$ cat src/rtl/adder_64_seq_if.sv
// rtl/adder_64_seq_if.sv - operand-issue / result-capture bus for adder_64_seq
//
// Signals:
//   in_valid   operand pair presented (master -> slave)
//   in_ready   slave can accept operands this cycle (slave -> master)
//   in1, in2   64-bit operands (master -> slave)
//   cin        carry-in (master -> slave)
//   out_valid  sum/cout hold a completed result (slave -> master)
//   out_ready  consumer accepts the result (master -> slave)
//   sum        64-bit registered result (slave -> master)
//   cout       registered carry-out of bit 63 (slave -> master)
//   busy       slave is summing slices (slave -> master)
interface adder_64_seq_if;
  logic        in_valid;
  logic        in_ready;
  logic [63:0] in1;
  logic [63:0] in2;
  logic        cin;
  logic        out_valid;
  logic        out_ready;
  logic [63:0] sum;
  logic        cout;
  logic        busy;

  modport master (
    output in_valid, in1, in2, cin, out_ready,
    input  in_ready, out_valid, sum, cout, busy
  );

  modport slave (
    input  in_valid, in1, in2, cin, out_ready,
    output in_ready, out_valid, sum, cout, busy
  );
endinterface

$ cat src/rtl/adder_64_seq.sv
// rtl/adder_64_seq.sv - multi-cycle segmented 64-bit adder, {cout,sum} = in1 + in2 + cin
//
// Parameters:
//   SEG_W      slice width summed per cycle (8, 16, 32 or 64)
// Ports:
//   clk        rising-edge clock
//   rst        asynchronous active-high reset
//   bus        adder_64_seq_if.slave: in_valid/in_ready/in1/in2/cin operand side,
//              out_valid/out_ready/sum/cout result side, busy while summing
module adder_64_seq #(
  parameter int SEG_W = 16
) (
  input  logic           clk,
  input  logic           rst,
  adder_64_seq_if.slave  bus
);

  localparam int NSEG  = 64 / SEG_W;
  localparam int IDX_W = (NSEG > 1) ? $clog2(NSEG) : 1;
  localparam int SUM_W = SEG_W + 1;

  generate
    if (SEG_W != 8 && SEG_W != 16 && SEG_W != 32 && SEG_W != 64) begin : g_bad_seg_w
      $error("adder_64_seq: SEG_W must be 8, 16, 32 or 64");
    end
  endgenerate

  typedef enum logic [1:0] {
    S_IDLE = 2'd0,
    S_CALC = 2'd1,
    S_DONE = 2'd2
  } state_t;

  state_t             state_q, state_d;
  logic [63:0]        a_q, a_d;
  logic [63:0]        b_q, b_d;
  logic               c_q, c_d;
  logic [IDX_W-1:0]   idx_q, idx_d;
  logic [63:0]        sum_q, sum_d;
  logic               cout_q, cout_d;

  logic               in_ready_c;
  logic               load;
  logic               last_seg;
  logic [SEG_W-1:0]   seg_a;
  logic [SEG_W-1:0]   seg_b;
  logic [SUM_W-1:0]   seg_sum;

  // in_ready depends only on state and out_ready, never on in_valid.
  assign in_ready_c = (state_q == S_IDLE) || ((state_q == S_DONE) && bus.out_ready);
  assign load       = bus.in_valid && in_ready_c;
  assign last_seg   = (idx_q == IDX_W'(NSEG - 1));

  // Slice select by comparing idx against each constant segment position,
  // which keeps every part-select index static.
  always_comb begin
    seg_a = '0;
    seg_b = '0;
    for (int i = 0; i < NSEG; i++) begin
      if (idx_q == IDX_W'(i)) begin
        seg_a = a_q[i*SEG_W +: SEG_W];
        seg_b = b_q[i*SEG_W +: SEG_W];
      end
    end
  end

  // The only carry path between slices is c_q.
  assign seg_sum = {1'b0, seg_a} + {1'b0, seg_b} + SUM_W'(c_q);

  always_comb begin
    state_d = state_q;
    a_d     = a_q;
    b_d     = b_q;
    c_d     = c_q;
    idx_d   = idx_q;
    sum_d   = sum_q;
    cout_d  = cout_q;

    case (state_q)
      S_IDLE: begin
        state_d = S_IDLE;
      end

      S_CALC: begin
        for (int i = 0; i < NSEG; i++) begin
          if (idx_q == IDX_W'(i)) begin
            sum_d[i*SEG_W +: SEG_W] = seg_sum[SEG_W-1:0];
          end
        end
        c_d = seg_sum[SEG_W];
        if (last_seg) begin
          cout_d  = seg_sum[SEG_W];
          state_d = S_DONE;
        end else begin
          idx_d = idx_q + 1'b1;
        end
      end

      S_DONE: begin
        if (bus.out_ready) begin
          state_d = S_IDLE;
        end
      end

      default: begin
        state_d = S_IDLE;
      end
    endcase

    // An accept in IDLE, or in DONE together with the consumer handshake,
    // starts the next operation immediately.
    if (load) begin
      a_d     = bus.in1;
      b_d     = bus.in2;
      c_d     = bus.cin;
      idx_d   = '0;
      state_d = S_CALC;
    end
  end

  always_ff @(posedge clk or posedge rst) begin
    if (rst) begin
      state_q <= S_IDLE;
      a_q     <= '0;
      b_q     <= '0;
      c_q     <= 1'b0;
      idx_q   <= '0;
      sum_q   <= '0;
      cout_q  <= 1'b0;
    end else begin
      state_q <= state_d;
      a_q     <= a_d;
      b_q     <= b_d;
      c_q     <= c_d;
      idx_q   <= idx_d;
      sum_q   <= sum_d;
      cout_q  <= cout_d;
    end
  end

  assign bus.in_ready  = in_ready_c;
  assign bus.out_valid = (state_q == S_DONE);
  assign bus.busy      = (state_q == S_CALC);
  assign bus.sum       = sum_q;
  assign bus.cout      = cout_q;

endmodule

$ cat src/flat_wrapper.sv
// flat-port wrapper written by rule: the top's interface ports become plain ports
module adder_64_seq_flat 
#(
  parameter int SEG_W = 16
)
  (clk, rst, bus_in_valid, bus_in1, bus_in2, bus_cin, bus_out_ready, bus_in_ready, bus_out_valid, bus_sum, bus_cout, bus_busy);
  adder_64_seq_if bus_i ();
  input  logic clk;
  input  logic rst;
  input wire logic [$bits(bus_i.in_valid)-1:0] bus_in_valid;
  input wire logic [$bits(bus_i.in1)-1:0] bus_in1;
  input wire logic [$bits(bus_i.in2)-1:0] bus_in2;
  input wire logic [$bits(bus_i.cin)-1:0] bus_cin;
  input wire logic [$bits(bus_i.out_ready)-1:0] bus_out_ready;
  output wire logic [$bits(bus_i.in_ready)-1:0] bus_in_ready;
  output wire logic [$bits(bus_i.out_valid)-1:0] bus_out_valid;
  output wire logic [$bits(bus_i.sum)-1:0] bus_sum;
  output wire logic [$bits(bus_i.cout)-1:0] bus_cout;
  output wire logic [$bits(bus_i.busy)-1:0] bus_busy;
  assign bus_i.in_valid = bus_in_valid;
  assign bus_i.in1 = bus_in1;
  assign bus_i.in2 = bus_in2;
  assign bus_i.cin = bus_cin;
  assign bus_i.out_ready = bus_out_ready;
  assign bus_in_ready = bus_i.in_ready;
  assign bus_out_valid = bus_i.out_valid;
  assign bus_sum = bus_i.sum;
  assign bus_cout = bus_i.cout;
  assign bus_busy = bus_i.busy;
  adder_64_seq #(.SEG_W(SEG_W)) u_core (.clk(clk), .rst(rst), .bus(bus_i));
endmodule
$ cat config.mk
export PLATFORM = sky130hd
export DESIGN_NAME = adder_64_seq_flat
export DESIGN_NICKNAME = d
export VERILOG_FILES = /design/src/rtl/adder_64_seq_if.sv /design/src/rtl/adder_64_seq.sv /design/src/flat_wrapper.sv
export SDC_FILE = /design/constraint.sdc
export NUM_CORES = 1
export LEC_CHECK = 0
export ABC_AREA = 1
export CAP_MARGIN = 20
export CORE_ASPECT_RATIO = 0.5
export CORE_MARGIN = 5
export CORE_UTILIZATION = 25
export CTS_CLUSTER_DIAMETER = 150
export DETAILED_ROUTE_END_ITERATION = 8
export MAX_ROUTING_LAYER = met4
export PLACE_DENSITY_LB_ADDON = 0.1
export SKIP_LAST_GASP = 1
export SYNTH_ARGS = -nofsm -noshare
export SYNTH_HDL_FRONTEND = slang
export SYNTH_SLANG_ARGS = --single-unit
$ cat constraint.sdc
create_clock -name clk -period 14.3 [get_ports clk]
set_input_delay 3.575 -clock clk [delete_from_list [all_inputs] [get_ports clk]]
set_output_delay 3.575 -clock clk [all_outputs]
set_load 0.01 [all_outputs]
# ---- Word-level counts from Yosys, hierarchy flattened
# Cells that the tools add are included.
dict set report op_classes {
  muxes 17
  n_mul 0
  reduce_logical 12
  shifts 0
  bitwise_logic 0
  div_mod_pow 0
  n_eq_ne 8
  add_sub_neg 3
  n_lt_le_gt_ge 0
}
# op n
set ops {}
lappend ops {{two-way mux 16 bit} 8}
lappend ops {{adder 16 x 16 -> 17 bit} 1}
lappend ops {{adder 17 x 1 -> 17 bit} 1}
lappend ops {{two-way mux 2 bit} 6}
lappend ops {{AND reduction 2 bit} 6}
lappend ops {{equality test 2 bit, second input constant} 3}
lappend ops {{equality test 2 x 1 -> 1 bit, second input constant} 2}
lappend ops {{logical NOT 2 bit} 2}
lappend ops {{one-hot mux 2 bit (2 select lines)} 1}
lappend ops {{!= test 3 x 1 -> 1 bit, second input constant} 1}
lappend ops {{!= test 3 x 2 -> 1 bit, second input constant} 1}
lappend ops {{adder 2 x 1 -> 2 bit, second input constant} 1}
lappend ops {{logical AND 1 bit} 2}
lappend ops {{two-way mux 1 bit} 2}
lappend ops {{!= test 2 x 1 -> 1 bit, second input constant} 1}
lappend ops {{nonzero test 2 bit} 1}
lappend ops {{logical OR 1 bit} 1}
dict set report totals {
  rom_bits 0
  ff_bits 198
  ram_bits 0
  input_bits 133
  wordCells 50
  memories 0
  latchBits 0
}

# ---- Depth between registers and ports, before layout
# Gate-level depths: netlist of run 1.
dict set report depth {
  ltp_word 9
  depth_mapped 21
  mapped_depth_nobuf 20
}

# ---- Worst setup path before layout of run 1
# Ideal clock, no wire load.
dict set report synth_timing {
  path_type {input to output}
  from {input bus_out_ready}
  to {output bus_in_ready}
  arrival_ps 3807
  required_ps 10725
  cell_stages 2
  slack_ps 6918
  path_cell_list {inv_1 -> a21oi_2}
}
dict set report synth_via {
  elab_chain_cells 2
}
# element line
set synth_rtl {}
lappend synth_rtl {{from (decl)} flat_wrapper.sv:14} ;# input wire logic [$bits(bus_i.out_ready)-1:0] bus_out_ready;
lappend synth_rtl {{logical AND 1 bit} adder_64_seq.sv:50} ;# assign in_ready_c = (state_q == S_IDLE) || ((state_q == S_DONE) && bus.out_ready);
lappend synth_rtl {{logical OR 1 bit} adder_64_seq.sv:50}
lappend synth_rtl {{to (decl)} flat_wrapper.sv:15} ;# output wire logic [$bits(bus_i.in_ready)-1:0] bus_in_ready;
# Every way passes these cells.

# ---- Worst setup path after layout of run 1
# Ends and elaborated chain as after synthesis.

==> results.md, run 1 <==
* Status: complete, no violations
* Hpwl dp at about 23 mm
* Post-placement cell count at approximately 1.8k
* DR WL/cell at 17.3 microns
* Top delay family on crit path: buffers and inverters
* Final worst-path cycle share at between 50% and 60%
* Mapped cell area at between 0.009 and 0.01 sq mm
* Register Area at between 0.004 and 0.005 sq mm
* CTS Buf Count at 17
* Row count at 50
* DRT Wirelength at between 30 and 40 mm
* Vias per cell at 4.42
* First-pass GRT wire length at about 50 mm
* CTS Sinks at a little under 200
* Syn Area/Cell at 7.96 sq um
* Final setup vio count at 0
* Critical path endpoint category: primary output
* Register-to-Register Path Depth at 19
* Fill cells at approximately 4.0k
* Crit Reg-Reg Endpoint: u_core.bus.sum[60]
* CP Cell Sequence: clkdlybuf4s50_1, inv_1, a21oi_2, clkdlybuf4s50_1
* Min Clock Period, post-route at roughly 8.5 ns
* I/O pin cnt at ~200
* Initial antenna violation count at 0
* Launch point of the critical path: bus_out_ready
* Cell Pwr Density at 271 mW/mm^2
* Multi-input gate area at around 0.0038 sq mm
* # hold bufs at CTS at 0
* Synthesis Warnings at 0
* Die width at 285 microns
* Initial Util at approximately 25%
* Post-synth net total at approximately 1.3k
* First-pass iteration count of the detailed router at 5
* Cell taking the most area after synthesis: dfrtp_1
* Cells after Synth at between 1k and 1.5k
* Vias in the first global route at 8437
* Most Frequent Cell on Critical Path: clkdlybuf4s50_1
* Slowest CP cell: clkdlybuf4s50_1
* Total global-route track usage at 15.8%
* Setup TNS at 0 ns
* P_leak at ~6 nW
* Maximum vdd drop at 121 uV
* Clock latency at the later pin of the worst-skew pair at between 0.4 and 0.5 ns
* EDFF count, synth at 0
* Antenna Cells at 0
* Critical path required time at around 11 ns
* Worst hold slack at 0.476 ns
* Post_cts resized at 0
* Skew final at 0.0172 ns
* Starting DRT DRC Count at 590
* Fmax at 0.118 GHz
* R2R Setup Slk at around 10 ns
* Core area at between 0.03 and 0.04 sq mm
* Gpl congestion at 0.856
* CP Class: input pin to primary output
* Layout area overhead at 31.5%
* Arrival @ worst endpoint at a little under 5 ns
* Clock Path Buffers at 2
* CP max FO at 2
* Yosys top cell area share at 52.6%
* Worst setup SP type: input pin
* Max Transition Viols Final at 0
* I/O Buffers at 200
* Slew @ Worst Pin at 0.981 ns
* Most common cell after layout, fill and taps aside: nand2_1
* Clock root cell: clkbuf_16
* Area contributors post-synth: dfrtp_1 (53%), nand2_1 (22%), inv_1 (3.6%)
* Most frequent cells in the layout: nand2_1 (550), clkdlybuf4s50_1 (200), dfrtp_1 (198)
* CP endpoint: bus_in_ready
* Async set-reset flop share out of synthesis at 100%
* Min-delay worst type: flop to flop
* Reg-to-reg critical path startpoint: u_core.idx_q[1]
* Rel. slew slack at about a third
* Crit path largest cell delay at ~0.58 ns
* Hold Fails Final Rpt at 0
* H-tree lvl count at 4
* Share of cells above drive strength 1 at between 3 and 4%
* CTS tree: yes
* Design Power at between 3 and 4 mW
* Via count at approximately 8k
* Worst-path clk slew at 0.07 ns
* Ys flop type: dfrtp_1
* Grt total ovfl at 0
* Full die area at 0.0419 sq mm
* Final #Nets at around 1.5k
* Post-CTS setup buffer count at 0
* Sequential area share after synthesis at between 50 and 60%
* Synth cell types at 30
* Pin count of the biggest net entering global routing at ~140
* Synth Register Bits at between 150 and 200
* Remaining DRCs at 0
* Die height at approximately 150 microns
* ANT nets after route at 0
* Max Cap Viol at 0
* WP depth at 4
* WP buf/inv at 3
* Final core utilization at about a third
* RSZ-0062 raised after global routing: false
* Filler-free cell count of the finished design at approximately 1.9k
area by class of cell:
type                            instances  share of cell area, %
Inverter                               96                   2.99
Multi-Input combinational cell        832                   30.7
Timing Repair Buffer                  210                   16.8
Tap cell                              494                   4.99
Sequential cell                       198                   40.0
Clock inverter                         12                   1.03
Clock buffer                           20                   3.60
where the power goes:
group / leakage, nW / switching (mW) / internal [mW]
Sequential: 2.46 / 0.139 / 0.830
Clock: 0.272 / 0.223 / 0.262
Combinational: 3.40 / 1.24 / 0.670
Total: 6.14 / 1.60 / 1.76
routing by layer:
metal	up-vias	GRT usage, %	share of wire (%)
met5	-	-	0
met4	0	3.08	1.1
met3	22	2.99	3.0
met2	128	24.8	47
met1	4009	21.6	49
li1	4072	-	-
registers in the layout, summed over array words and instances (netlist names):
| name | count |
|---|---|
| u_core.bus.cout | 1 |
| u_core.b_q | 64 |
| u_core.bus.sum | 64 |
| u_core.c_q | 1 |
| u_core.a_q | 64 |
| u_core.state_q | 2 |
| u_core.idx_q | 2 |
Yosys cell counts, types with 3 or more instances:
cell type,instances
nand2_1,550
o21ai_0,68
nand3_1,50
dfrtp_1,198
clkbuf_1,21
nor2_1,22
o211ai_1,15
a22oi_1,22
buf_2,28
inv_2,4
o21ai_1,20
a21oi_1,35
a22o_1,10
xnor2_1,4
inv_1,91
ha_1,19
nor3_1,3
buf_6,8
worst min-delay path by stage:
stage | start | endpoint | slack, ns | cells after the start
finish | u_core.bus.sum[34] | u_core.bus.sum[34] | 0.48 | 2
CTS | u_core.b_q[48] | u_core.b_q[48] | 0.48 | 2
floorplan | u_core.a_q[34] | u_core.a_q[34] | 0.44 | 2
detailed placement | u_core.b_q[48] | u_core.b_q[48] | 0.46 | 2
global placement | u_core.a_q[36] | u_core.a_q[36] | 0.46 | 2
global route | u_core.b_q[43] | u_core.b_q[43] | 0.50 | 2
worst min-delay path, delay by kind of cell (launching register included):
kind / cells / cell delay (ns)
simple gates: 2 / 0.09
flops: 1 / 0.35
through the flow:
step / instance area (sq um) / worst slack [ns]
after global placement: 11800 / 5.87
after detailed placement: 11800 / 5.83
after CTS: 12400 / 5.82
final: 12400 / 5.84
after global routing: 12400 / 5.77
after floorplan: 9430 / 5.33
cells by family (layout without fill, tap and decap cells):
group | count (synthesis) | count (layout) | share of synthesized area [%]
DFF | 198 | 198 | 52.6
and+or+nand+nor | 634 | 634 | 26.3
AOI/OAI and AO/OA | 172 | 172 | 10.6
adders and majority gates | 21 | 21 | 2.95
buffers and inverters | 154 | 338 | 7.19
xor gates and xnor gates | 5 | 5 | 0.464
Note: power is estimated with default switching activity, not from simulation.
==> run 2: changes to the inputs <==
==> constraint.sdc (replaced) <==
create_clock -name clk -period 7.9 [get_ports clk]
set_input_delay 1.975 -clock clk [delete_from_list [all_inputs] [get_ports clk]]
set_output_delay 1.975 -clock clk [all_outputs]
set_load 0.01 [all_outputs]
==> results.md, run 2 (synthesis gave the netlist of run 1 again) <==
* Setup TNS at 0 ns (unchanged)
* Final #Nets at 1512 (+0.20%)
* Internal power at 3.21 mW (+82%)
* Register-to-Register Path Depth at 18 (-1)
* Remaining DRCs at 0 (unchanged)
* Vias per cell at 4.36 (-1.4%)
* Critical path required time at 5.93 ns (-4.79 ns)
* Antenna Cells at 0 (unchanged)
* Die width at 285 microns (unchanged)
* First-pass iteration count of the detailed router at 4 (-1)
* P_leak at 6.16 nW (+0.43%)
* Maximum vdd drop at 202 uV (+67%)
* Starting DRT DRC Count at 572 (-3.1%)
* First-pass GRT wire length at 49.7 mm (about the same)
* Row count at 50 (unchanged)
* Status: complete, no violations
* Total global-route track usage at 15.8% (about the same)
* Critical path endpoint category: primary output
* Setup ws final at 2.64 ns (-3.19 ns)
* Rel. slew slack at 37.5% (+2.9 points)
* Initial Util at 25.3% (unchanged)
* Fmax at around 0.19 GHz
* Max Transition Viols Final at 0 (unchanged)
* Pin count of the biggest net entering global routing at 132 (-2.2%)
* Die height at 147 microns (unchanged)
* Combinational group share of total power at 56.8% (about the same)
* RSZ-0062 raised after global routing: false
* Share of cells above drive strength 1 at 3.94% (+0.14 points)
* Sequential share of power at 28.7% (about the same)
* CTS tree: yes
* Launch point of the critical path: bus_out_ready
* CP endpoint: bus_in_ready
* DRT Wirelength at 32.1 mm (-0.27%)
* Worst-path clk slew at 0.07 ns (about the same)
* Arrival @ worst endpoint at 3.28 ns (-1.61 ns)
* Clock root cell: clkbuf_16
* Worst setup SP type: input pin
* I/O pin cnt at 201 (unchanged)
* Most common cell after layout, fill and taps aside: nand2_1
* Post_cts resized at 0 (unchanged)
* Worst hold slack at 0.471 ns (-0.00456 ns)
* Max Cap Viol at 0 (unchanged)
* Crit Reg-Reg Endpoint: u_core.bus.sum[28]
* Reg-to-reg critical path startpoint: u_core.idx_q[0]
* CP Class: input pin to primary output
* Final setup vio count at 0 (unchanged)
* Post-CTS setup buffer count at 0 (unchanged)
* R2R Setup Slk at 3.79 ns (-6.36 ns)
* DR WL/cell at 17.2 microns (-0.38%)
* Sw Share at 47.5% (about the same)
* # hold bufs at CTS at 0 (unchanged)
* Gpl congestion at 0.847 (-1.1%)
* ANT nets after route at 0 (unchanged)
* Grt total ovfl at 0 (unchanged)
* CP max FO at 2 (unchanged)
* I/O Buffers at 200 (unchanged)
* Most frequent cells in the layout: nand2_1 (550), clkdlybuf4s50_1 (200), dfrtp_1 (198)
* Min Clock Period, post-route at approximately 5.3 ns
* Clock Path Buffers at 2 (unchanged)
* Min-delay worst type: flop to flop
* Skew final at 0.0122 ns (-0.00496 ns)
* Initial antenna violation count at 0 (unchanged)
* Full die area at 0.0419 sq mm (unchanged)
* Vias in the first global route at 8488 (+0.60%)
* Final worst-path cycle share at roughly two thirds
* Layout area overhead at 32.0%
* Clock latency at the later pin of the worst-skew pair at 0.45 ns (about the same)
* Sw power at 2.91 mW (+82%)
* Slew @ Worst Pin at 0.938 ns (-0.0432 ns)
* CTS Buf Count at 17 (unchanged)
* H-tree lvl count at 4 (unchanged)
* Clock power share at 14.4% (about the same)
* Core area at 0.0373 sq mm (unchanged)
* CTS Sinks at 198 (unchanged)
* Hold Fails Final Rpt at 0 (unchanged)
* Dpl ws at 2.63 ns (-3.20 ns)
* Cell Pwr Density at 491 mW/mm^2 (+81%)
* Hpwl dp at 23.5 mm (+0.26%)
* Via count at 8127 (-1.3%)
## run 2: changes by cell type in the layout (fill, tap and decap cells not counted), sizes merged
cell | before | now
clkinv | 5 | 3
buf | 10 | 13
inv | 97 | 98
clkinvlp | 4 | 3
clkbuf | 20 | 21
## run 2: power groups by stage
stage | sequential, mW | combinational [mW] | clock [mW]
3_5_place_dp | 1.77 | 3.48 | 0
3_3_place_gp | 1.77 | 3.45 | 0
2_1_floorplan | 1.78 | 2.13 | 0
6_report | 1.76 | 3.48 | 0.883
4_1_cts | 1.76 | 3.50 | 0.914
5_1_grt | 1.81 | 3.90 | 0.953
## run 2: area by class of cell
cell class                      count  area (sq um)
Sequential cell                   198          4950
Fill cell                        3960         24800
Inverter                           96           370
Clock buffer                       21           460
Multi-Input combinational cell    832          3800
Clock inverter                     10           123
Timing Repair Buffer              213          2120
Tap cell                          494           618
## run 2: worst min path at each step
stage / from / endpoint / slack (ns) / cells after the start
finish: u_core.bus.sum[2] / u_core.bus.sum[2] / 0.47 / 2
global route: u_core.a_q[13] / u_core.a_q[13] / 0.50 / 2
detailed placement: u_core.bus.sum[2] / u_core.bus.sum[2] / 0.46 / 2
floorplan: u_core.a_q[34] / u_core.a_q[34] / 0.44 / 2
CTS: u_core.bus.sum[2] / u_core.bus.sum[2] / 0.48 / 2
global placement: u_core.bus.sum[34] / u_core.bus.sum[34] / 0.46 / 2
## run 2: critical path, stage by stage
cell and delay, ns:
clkdlybuf4s50_1 0.45, inv_1 0.06, a21oi_2 0.21, clkdlybuf4s50_1 0.58
## run 2: through the flow
stage          total power [mW]  instance area, sq um  utilization (%)  std cells
2_1_floorplan              3.90                  9430                -       1184
3_3_place_gp               5.22                 11800             31.7       1832
3_5_place_dp               5.25                 11800             31.7       1832
4_1_cts                    6.17                 12400             33.3       1863
5_1_grt                    6.67                 12400             33.4       1864
6_report                   6.11                 12400             33.4       1864
## run 2: routing by layer
metal  GRT usage (%)  part of all wire [%]
met1            21.8                    49
met2            24.7                    47
met3            2.60                   3.1
met4            3.25                  0.70
met5               -                     0
==> run 3: changes to the inputs <==
==> constraint.sdc (replaced) <==
create_clock -name clk -period 5.31 [get_ports clk]
set_input_delay 1.3275 -clock clk [delete_from_list [all_inputs] [get_ports clk]]
set_output_delay 1.3275 -clock clk [all_outputs]
set_load 0.01 [all_outputs]
==> results.md, run 3 (synthesis gave the netlist of run 1 again) <==
* Status: complete, no violations
* Most Frequent Cell on Critical Path: clkdlybuf4s50_1
* Final worst-path cycle share at between 70% and 80%
* Worst setup SP type: input pin
* Hold Path Depth at 2 (unchanged)
* Critical path required time at 3.98 ns (-1.95 ns)
* DR WL/cell at 17.3 microns (+0.56%)
* Post_cts resized at 0 (unchanged)
* Register-to-Register Path Depth at 19 (+1)
* First-pass iteration count of the detailed router at 8 (+4)
* Most common cell after layout, fill and taps aside: nand2_1
* First-pass GRT wire length at 50.4 mm (+1.4%)
* CTS Buf Count at 17 (unchanged)
* Grt total ovfl at 0 (unchanged)
* Final setup vio count at 0 (unchanged)
* Maximum vdd drop at 258 uV (+28%)
* P_leak at 6.17 nW (+0.15%)
* Filler-free cell count of the finished design at 1863 (-0.054%)
* Initial antenna violation count at 0 (unchanged)
* I/O pin cnt at 201 (unchanged)
* Critical path endpoint category: primary output
* Final #Nets at 1511 (-0.066%)
* Fill cells at 3982 (+0.56%)
* Met1 wire length at 15.7 mm (about the same)
* Row count at 50 (unchanged)
* Max Cap Viol at 0 (unchanged)
* Worst-path clk slew at 0.07 ns (about the same)
* Pin count of the biggest net entering global routing at 100 (-24%)
* Core area at 0.0373 sq mm (unchanged)
* CTS Sinks at 198 (unchanged)
* Most frequent cells in the layout: nand2_1 (550), clkdlybuf4s50_1 (200), dfrtp_1 (198)
* Fmax at 0.253 GHz
* Crit Reg-Reg Endpoint: u_core.bus.sum[28]
* Remaining DRCs at 0 (unchanged)
* Share of cells above drive strength 1 at 3.87% (-0.070 points)
* Sw power at 4.29 mW (+48%)
* DRT Wirelength at 32.2 mm (+0.51%)
* Rel. slew slack at 29.2% (-8.3 points)
* Setup ws final at 1.36 ns (-1.29 ns)
* CP Class: input pin to primary output
* I/O Buffers at 200 (unchanged)
* Met3 WL at 1.03 mm (+4.7%)
* Gpl congestion at 0.852 (+0.66%)
* Dpl ws at 1.36 ns (-1.27 ns)
* CTS tree: yes
* Arrival @ worst endpoint at 2.63 ns (-0.65 ns)
* Cell Pwr Density at 730 mW/mm^2 (+49%)
* Min Clock Period, post-route at 3.95 ns
* Clock latency at the later pin of the worst-skew pair at 0.45 ns (about the same)
* Slew @ Worst Pin at 1.06 ns (+0.124 ns)
* Design Power at 9.10 mW (+49%)
* Antenna Cells at 0 (unchanged)
* Clock root cell: clkbuf_16
* Full die area at 0.0419 sq mm (unchanged)
* Max Transition Viols Final at 0 (unchanged)
* Via count at 8248 (+1.5%)
* Hold Fails Final Rpt at 0 (unchanged)
* Crit path largest cell delay at 0.58 ns (about the same)
* Clock power share at 14.7% (+0.3 points)
* R2R Setup Slk at 1.39 ns (-2.40 ns)
* Sw Share at 47.1% (-0.44 points)
* Wire length on met2 at 15.1 mm (-0.44%)
* Post-CTS setup buffer count at 0 (unchanged)
* Min-delay worst type: flop to flop
* ANT nets after route at 0 (unchanged)
* Vias per cell at 4.43 (+1.5%)
* Combinational group share of total power at 56.6% (-0.2 points)
* H-tree lvl count at 4 (unchanged)
* Internal power at 4.82 mW (+50%)
* Vias in the first global route at 8543 (+0.65%)
* Top Metal Used: met4
* Setup TNS at 0 ns (unchanged)
* CP max FO at 2 (unchanged)
* CP Cell Sequence: clkdlybuf4s50_1, inv_1, a21oi_2, clkdlybuf4s50_1
* Die width at 285 microns (unchanged)
* RSZ-0062 raised after global routing: false
* Total global-route track usage at 16.0% (+0.20 points)
* Starting DRT DRC Count at 628 (+9.8%)
* # hold bufs at CTS at 0 (unchanged)
* Post-placement cell count at 1832 (unchanged)
* Sequential share of power at 28.7% (about the same)
* Skew final at 0.00865 ns (-0.00356 ns)
* Hold endpoint: u_core.bus.sum[34]
* Layout area overhead at 32.3%
* HP Start: u_core.bus.sum[34]
* Die height at 147 microns (unchanged)
* Slowest CP cell: clkdlybuf4s50_1
* Hpwl dp at 24.0 mm (+2.2%)
* Initial Util at 25.3% (unchanged)
* Clock Path Buffers at 2 (unchanged)
* Reg-to-reg critical path startpoint: u_core.idx_q[1]
run 3: cell types whose count changed in the layout (fill, tap and decap cells not counted), sizes merged:
cell,delta
buf,-1
clkbuf,+4
clkinv,-2
inv,-2
run 3: routing by layer:
layer / up-vias / global-route usage, %
li1: 4097 / -
met5: - / -
met2: 122 / 24.9
met1: 4006 / 22.1
met3: 23 / 2.57
met4: 0 / 3.71
run 3: final cells by class:
cell class                      count  area, sq um  area share (%)
Clock buffer                       25          515            4.13
Tap cell                          494          618            4.96
Inverter                           96          367            2.94
Multi-Input combinational cell    832         3800            30.5
Clock inverter                      6         88.8           0.712
Timing Repair Buffer              212         2130            17.1
Sequential cell                   198         4950            39.7
run 3: through the flow:
stage / utilization (%) / instance area (sq um) / hold slack [ns]
after floorplan: - / 9430 / 0.444
after global placement: 31.8 / 11900 / 0.460
after detailed placement: 31.8 / 11900 / 0.460
after CTS: 33.5 / 12500 / 0.477
after global routing: 33.5 / 12500 / 0.501
final: 33.5 / 12500 / 0.469
run 3: worst max-delay path by stage:
stage	from	to	slack, ns	depth (start not counted)
floorplan	rst	u_core.a_q[0]	1.42	1
global placement	bus_out_ready	bus_in_ready	1.39	4
detailed placement	bus_out_ready	bus_in_ready	1.36	4
CTS	u_core.idx_q[1]	u_core.bus.sum[28]	1.34	19
global route	u_core.idx_q[1]	u_core.bus.sum[28]	0.99	19
finish	bus_out_ready	bus_in_ready	1.36	4
run 3: critical path: cells and delay by family:
family                 cells  cell delay (ns)
AO/OA/AOI/OAI              1             0.19
buffers and inverters      3             1.11
run 3: power by group through the flow:
stage	Combinational [mW]	Sequential [mW]	Clock, mW
after floorplan	3.16	2.64	0
after global placement	5.12	2.64	0
after detailed placement	5.18	2.64	0
after CTS	5.20	2.62	1.39
after global routing	5.80	2.70	1.45
final	5.15	2.61	1.34
==> edit: new RTL, flow settings as in run 1 <==
`SEG_W` is set to 16 in 2 places; all go to 64. Comments in the files are not updated.
--- a/src/rtl/adder_64_seq.sv
+++ b/src/rtl/adder_64_seq.sv
@@ -8,7 +8,7 @@
 //   bus        adder_64_seq_if.slave: in_valid/in_ready/in1/in2/cin operand side,
 //              out_valid/out_ready/sum/cout result side, busy while summing
 module adder_64_seq #(
-  parameter int SEG_W = 16
+  parameter int SEG_W = 64
 ) (
   input  logic           clk,
   input  logic           rst,
--- a/src/flat_wrapper.sv
+++ b/src/flat_wrapper.sv
@@ -1,7 +1,7 @@
 // flat-port wrapper written by rule: the top's interface ports become plain ports
 module adder_64_seq_flat 
 #(
-  parameter int SEG_W = 16
+  parameter int SEG_W = 64
 )
   (clk, rst, bus_in_valid, bus_in1, bus_in2, bus_cin, bus_out_ready, bus_in_ready, bus_out_valid, bus_sum, bus_cout, bus_busy);
   adder_64_seq_if bus_i ();
Formal check against the unedited RTL: not equivalent (a bounded check fails within 4 cycles, from zero or initial values and one cycle with rst high).
==> edit against run 1 <==
- power decreased by 14%
- cell area is 33% higher
- sequential share of layout area fell by 10 points
- maximum frequency grew 0.82%
- routed wire length up 44%
- setup slack better by 0.069 ns
- sequential cell count shrank 2
- synthesized area up 40%
- die area is 38% higher
==> edit: results (changes against run 1) <==
| Metric | Value |
|---|---|
| Hold Crit Start | `u_core.bus.sum[0]` |
| CP peak stage delay | `0.55 ns (-0.03 ns)` |
| GRT Overall Usage | `0.167 (+0.00893)` |
| Initial antenna violation count | `0 (unchanged)` |
| Initial DRT Pass Iterations | `5 (unchanged)` |
| GPL Wtd Cong | `0.904 (+5.6%)` |
| Asr flop ratio synth | `1.00 (unchanged)` |
| H-tree levels | `4 (unchanged)` |
| Crit Path Max Fanout | `2 (unchanged)` |
| Slowest-stage cell, CP | `clkdlybuf4s50_1` |
| Via/cell ratio | `4.22 (-4.6%)` |
| Final nets | `2446 (+62%)` |
| Main area contributors after synthesis | `dfrtp_1 (37%), nand2_1 (30%), inv_1 (9.0%)` |
| Worst VDD drop | `0.0598 mV (-51%)` |
| Synth warnings | `0 (unchanged)` |
| Diode count | `0 (unchanged)` |
| Primary FF master, synth | `dfrtp_1` |
| First-pass GRT wire length | `72.1 mm (+45%)` |
| Post-DP HPWL | `36.8 mm (+57%)` |
| R2r startpoint | `u_core.c_q` |
| Mapped Nets | `2263 (+69%)` |
| DRC marker count from the first detailed-route iteration | `746 (+26%)` |
| Share of layout cells above drive strength 1 | `0.0460 (+0.00801)` |
| Leakage power | `9.14 nW (+49%)` |
| Vias in the first global route | `12606 (+49%)` |
| Status | `completed` |
| Clock Skew | `0.0134 ns (-0.00372 ns)` |
| Total wire length | `46.3 mm (+44%)` |
| CTS Root Cell | `clkbuf_16` |
| Post-synth top cells | `nand2_1 (1063), inv_1 (317), dfrtp_1 (196)` |
| Number of port buffers | `200 (unchanged)` |
| Placed Area | `15900 um2 (+35%)` |
| Syn Area/Cell | `6.38 um2 (-20%)` |
| Post-cts sizing count | `0 (unchanged)` |
| Worst Setup SP | `bus_out_ready` |
| Sequential area share after synthesis | `0.372 (-0.153)` |
| Largest net degree at the start of global routing | `91 (-33%)` |
| Cell total after placement | `2930 (+60%)` |
| Distinct cells, synth | `34 (+13%)` |
| Cell family with most CP delay | `buffers and inverters` |
| Worst Path Arrival | `4.82 ns (-0.07 ns)` |
| Routed WL per cell | `15.6 um (-9.5%)` |
| Num CTS Buffers | `17 (unchanged)` |
| Clk_lat worst skew | `0.47 ns` |
| Filler Cell Count | `5868 (+47%)` |
| Slew headroom | `0.296 (-0.0498)` |
==> edit: cell types whose count changed in the layout (fill, tap and decap cells not counted), moves of 16 or more <==
cell     delta
o21ai_0    -48
a22oi_1    -22
nand3_1    +32
xnor2_1    +22
nand2_2    +16
nor2_2     +21
inv_1     +224
ha_1       +44
nand2_1   +512
nor2_1     +73
==> edit: routing by layer <==
layer / track usage / share of wire
met4: 0.0250 / 0.0061
met2: 0.253 / 0.44
met3: 0.0330 / 0.043
met1: 0.236 / 0.52
met5: - / 0
==> edit: power breakdown <==
part	leakage, nW	internal (mW)	switching, mW	total [mW]
clock	0.271	0.267	0.239	0.506
combinational	6.45	0.576	0.949	1.52
sequential	2.42	0.731	0.112	0.843
==> edit: path summary, 6_finish.rpt <==
check                                     end  slack [ns]  depth (start not counted)
setup / recovery                 bus_in_ready        5.90                          4
hold / removal              u_core.bus.sum[0]        0.48                          2
setup reg to reg           u_core.bus.sum[44]       11.42                         12
hold reg to reg             u_core.bus.sum[0]        0.48                          2
max in group asynchronous  u_core.bus.sum[11]        9.45                          3
min in group asynchronous  u_core.bus.sum[42]        3.59                          2
==> edit: metrics by stage <==
| stage | power, mW | worst slack [ns] | utilization |
|---|---|---|---|
| 5_1_grt | 3.14 | 5.83 | 0.317 |
| 3_5_place_dp | 2.40 | 5.92 | 0.306 |
| 6_report | 2.87 | 5.90 | 0.317 |
| 2_1_floorplan | 1.77 | 5.38 | - |
| 4_1_cts | 2.93 | 5.90 | 0.317 |
| 3_3_place_gp | 2.40 | 5.89 | 0.306 |
==> edit: worst reg2reg max path, delay by kind of cell (launching register included) <==
kind | cells | cell delay, ns
simple gates | 8 | 1.05
fa+ha+maj | 2 | 0.99
flops | 1 | 0.41
compound gates | 1 | 0.20
buf+inv | 1 | 0.10
==> edit: area by class of cell <==
| type | count | area [um2] | area share |
|---|---|---|---|
| multi-input combinational | 1501 | 6870 | 0.416 |
| clock inverter | 11 | 129 | 0.00780 |
| clock buffer | 20 | 457 | 0.0276 |
| timing repair buffer | 206 | 2050 | 0.124 |
| tap | 701 | 877 | 0.0531 |
| inverter | 326 | 1230 | 0.0747 |
| sequential | 196 | 4900 | 0.297 |
==> edit: kinds of logic after synthesis <==
kind of cell               count (synthesis)  synth area share
AOI/OAI and AO/OA                         82            0.0326
xor gates and xnor gates                  27            0.0179
adders and majority gates                 65            0.0628
buffers and inverters                    368             0.107
DFF                                      196             0.372
and+or+nand+nor                         1327             0.407
